## src/rtl/i4_mul_if.sv

```systemverilog
// rtl/i4_mul_if.sv - operand/result bundle for the Q2.2 multiplier
interface i4_mul_if;
    logic [3:0] A;
    logic [3:0] B;
    logic [3:0] P;
    logic       OV;

    // Operand source side
    modport master (
        output A,
        output B,
        input  P,
        input  OV
    );

    // Multiplier side
    modport slave (
        input  A,
        input  B,
        output P,
        output OV
    );
endinterface

```

## src/rtl/i4_mul.sv

```systemverilog
// rtl/i4_mul.sv - signed Q2.2 multiplier, registered result, optional saturation via I4_MUL_SAT_EN
module i4_mul (
    input  logic     clk,
    input  logic     rst_n,
    i4_mul_if.slave  bus
);

    logic [7:0] full_prod;
    logic [7:0] pp_term;
    logic       pp_bit;
    logic       ov_next;
    logic [3:0] p_next;

    // Baugh-Wooley array: cross terms with exactly one sign bit are inverted,
    // and the constant 2^4 + 2^7 corrects the sum modulo 2^8.
    always_comb begin
        full_prod = 8'h90;
        pp_term   = '0;
        pp_bit    = 1'b0;
        for (int i = 0; i < 4; i++) begin
            for (int j = 0; j < 4; j++) begin
                pp_bit = bus.A[j] & bus.B[i];
                if ((i == 3) != (j == 3)) begin
                    pp_bit = ~pp_bit;
                end
                pp_term        = '0;
                pp_term[i + j] = pp_bit;
                full_prod      = full_prod + pp_term;
            end
        end
    end

    // Rescale by truncating two LSBs; flag results whose top three bits disagree
    always_comb begin
        ov_next = !((full_prod[7] == full_prod[6]) && (full_prod[6] == full_prod[5]));
`ifdef I4_MUL_SAT_EN
        if (ov_next) begin
            p_next = full_prod[7] ? 4'b1000 : 4'b0111;
        end else begin
            p_next = full_prod[5:2];
        end
`else
        p_next = full_prod[5:2];
`endif
    end

    // Result register; reset clears the in-flight result immediately
    always_ff @(posedge clk or negedge rst_n) begin
        if (!rst_n) begin
            bus.P  <= 4'b0000;
            bus.OV <= 1'b0;
        end else begin
            bus.P  <= p_next;
            bus.OV <= ov_next;
        end
    end

endmodule

```

## src/flat_wrapper.sv

```systemverilog
// flat-port wrapper written by rule: the top's interface ports become plain ports
module i4_mul_flat 
  (clk, rst_n, bus_A, bus_B, bus_P, bus_OV);
  i4_mul_if bus_i ();
  input  logic clk;
  input  logic rst_n;
  input wire logic [$bits(bus_i.A)-1:0] bus_A;
  input wire logic [$bits(bus_i.B)-1:0] bus_B;
  output wire logic [$bits(bus_i.P)-1:0] bus_P;
  output wire logic [$bits(bus_i.OV)-1:0] bus_OV;
  assign bus_i.A = bus_A;
  assign bus_i.B = bus_B;
  assign bus_P = bus_i.P;
  assign bus_OV = bus_i.OV;
  i4_mul u_core (.clk(clk), .rst_n(rst_n), .bus(bus_i));
endmodule
```

## config.mk

```make
export PLATFORM = sky130hd
export DESIGN_NAME = i4_mul_flat
export DESIGN_NICKNAME = d
export VERILOG_FILES = /design/src/rtl/i4_mul_if.sv /design/src/rtl/i4_mul.sv /design/src/flat_wrapper.sv
export SDC_FILE = /design/constraint.sdc
export NUM_CORES = 1
export LEC_CHECK = 0
export CELL_PAD_IN_SITES_DETAIL_PLACEMENT = 0
export CELL_PAD_IN_SITES_GLOBAL_PLACEMENT = 1
export CORE_ASPECT_RATIO = 1.25
export CORE_MARGIN = 4
export CORE_UTILIZATION = 33
export CTS_CLUSTER_DIAMETER = 80
export DETAILED_ROUTE_END_ITERATION = 12
export HOLD_SLACK_MARGIN = 0.08
export PLACE_DENSITY_LB_ADDON = 0.15
export SYNTH_ARGS = -nofsm -noshare
export SYNTH_HDL_FRONTEND = slang
export SYNTH_SLANG_ARGS = --single-unit
```

## constraint.sdc

```tcl
create_clock -name clk -period 0.8 [get_ports clk]
set_clock_uncertainty 0.2 [all_clocks]
set_input_delay 0.12 -clock clk [delete_from_list [all_inputs] [get_ports clk]]
set_output_delay 0.12 -clock clk [all_outputs]
set_load 0.005 [all_outputs]
```

==> run metrics <==
peak supply drop=0.879 mV; Final Hold Viols=5; Setup crit end kind=flip-flop; post-synth cell types=28; Worst EP required=0.75 ns; Setup Crit Path Kind=in -> reg; final setup vio count=10; static leakage power=0.532 nW; violated checks=negative hold slack, negative setup slack; f_max=368 MHz; Post-Synthesis Cells=73; CP Data Arrival Time=2.66 ns; Slew @ Worst Pin=0.319 ns; final hold slack=-0.101 ns; vias per cell=4.82; Clk pin slew, worst setup/hold paths=0.04 ns; synthesized area=664 sq um; final net count=136; ys flop type=dfrtp_1; layout cells sized above 1=53.2%; Vias=627; Total GRT Usage=12.7%; Longest Clk Path Bufs=2; dominant cells by area after synthesis=dfrtp_1 (19%), ha_1 (17%), fa_1 (15%); Final period util=339%; first-pass GRT wire length=2590 um; largest area contributor in the netlist=dfrtp_1; ANT cells=0; DR pass1 iterations=2; Cell Chain, Critical Path=buf_6 > and2_4 > fa_1 > fa_1 > ha_4 > inv_2 > fa_2 > buf_6 > buf_6 > buf_6 > nand3_4 > o311ai_4 > a22oi_2; Min Clock Period, post-route=2.72 ns; CP dominant cell by count=buf_6; syn_area_per_cell=9.10 sq um; final instance area=1080 sq um; number of synthesized flops with an enable pin=0; crit-path max cell delay=0.53 ns; Die H=58.2 um; CP startpoint kind=primary input; RSZ-0062 raised after global routing=true; Max Cap Viol=0; largest net degree at the start of global routing=8; GR Overflow Total=0; initial antenna violation count=0; Post-synth top cells=nand2_1 (12), inv_1 (10), ha_1 (9); CTS tree=yes; DRC Markers=0; vias in the first global route=635; slew margin rel.=78.6%; critical path fanouts, max=5; Core Rows=17; most common cell in the netlist=nand2_1; total negative setup slack=-7.50 ns; Switching Fraction=35.6%; post-route ant nets=0; area of placed instances=951 sq um; Die X=48.1 um; Reg power frac=19.8%; CTS buffer count=3; synth warn=0; Util after Layout=59.0%; input/output buffers=14; Yosys reg bits=5; CTS HTree Levels=1; hpwl dp=1200 um; Fill cells=166; Total Wirelength=1540 um; Int Pwr=0.00118 W; Clock Sinks=5; pwr/cell area=1700 nW/um^2; Syn Nets=97; Die ar.=2800 sq um; share of the synthesized area in the top cell type=18.8%; status=complete, but fails checks; Core ar.=1830 sq um; slowest CP cell=fa_1; fin worst setup slack=-1.92 ns; Psw=0.000653 W; register area share after synthesis=18.8%; Ports=15; 1st-iter DRT viols=4; Starting Density=36.3%; GP Congestion=0.709; Min-Delay Path Class=in -> async; fraction of registers with async set/reset=100%; Syn-to-layout area delta=62.3%; Clk Tree Root Cell=clkbuf_4; Final Max Slew Viols=0; combinational power share=64.7%; drt wl/cell=11.8 um; Clk pwr share=15.5%
==> kinds of logic (layout without fill, tap and decap cells) <==
group | Yosys count | in the layout | share of synthesized area (%)
AO/OA/AOI/OAI | 10 | 10 | 11.5
XOR/XNOR | 3 | 3 | 3.96
AND/OR/NAND/NOR | 28 | 28 | 23.5
flip-flops | 5 | 5 | 18.8
buffers and inverters | 13 | 51 | 10.2
adder cells (fa/ha/maj) | 14 | 14 | 32.0
==> per-stage QoR <==
step	setup WS, ns	total power, W	cells
after floorplan	-1.95	0.000963	73
after global placement	-2.54	0.00139	118
after detailed placement	-2.57	0.00140	118
after CTS	-1.97	0.00172	128
after global routing	-2.00	0.00199	130
final	-1.92	0.00184	130
==> final cells by class <==
class	instances	area, sq um	share of cell area [%]
clock buffers	4	26.3	2.44
inverters	10	37.5	3.48
multi-input cells	55	563	52.2
repair buffers	37	303	28.1
flip-flops and latches	5	125	11.6
well taps	19	23.8	2.20
==> placed cells by master (no fill, tap or decap), types with 2 or more instances in the layout <==
cell	netlist	layout
ha_1	9	8
nand2_2	0	3
dfrtp_1	5	5
fa_1	5	4
buf_6	2	10
and2_1	5	3
inv_1	10	8
nand2_1	12	8
and2_4	0	2
inv_2	0	2
buf_2	0	8
clkbuf_4	0	3
buf_4	1	17
nor3_1	2	2
==> routing by layer <==
| metal | share of wire, % | global-route usage (%) | vias up |
|---|---|---|---|
| li1 | - | - | 320 |
| met1 | 41 | 15.4 | 302 |
| met2 | 57 | 21.0 | 5 |
| met3 | 1.9 | 1.86 | 0 |
| met4 | 0 | 5.77 | 0 |
| met5 | 0 | 0 | - |
==> critical path: cells and delay by family <==
family | cells | cell delay (ns)
and+or+nand+nor | 2 | 0.21
adders and majority gates | 4 | 1.53
buffers and inverters | 5 | 0.51
AOI/OAI and AO/OA | 2 | 0.29
==> final timing paths <==
kind	from	to	slack [ns]	cells past startpoint
min in group clk	bus_A[0]	u_core.bus.P[0]	0.19	5
min	rst_n	u_core.bus.P[3]	-0.10	1
max in group asynchronous	rst_n	u_core.bus.OV	0.32	1
max	bus_A[2]	u_core.bus.OV	-1.92	13
==> power groups by stage <==
stage | Combinational [W] | Clock [W] | Sequential (W)
2_1_floorplan | 0.000576 | 0 | 0.000386
3_3_place_gp | 0.00102 | 0 | 0.000369
3_5_place_dp | 0.00103 | 0 | 0.000372
4_1_cts | 0.00106 | 0.000297 | 0.000365
5_1_grt | 0.00131 | 0.000304 | 0.000372
6_report | 0.00119 | 0.000284 | 0.000364
==> what timing repair did <==
item / in CTS / in global routing
pin swaps: 9 / 10
buffers inserted: 7 / 2
hold endpoints to repair: 5 / 5
endpoints found under the setup margin: 10 / 10
gates resized for setup: 60 / 9
==> flip-flops by register name (all words and copies together) (netlist names) <==
register / count
u_core.bus.P: 4
u_core.bus.OV: 1
Note: power is estimated with default switching activity, not from simulation.
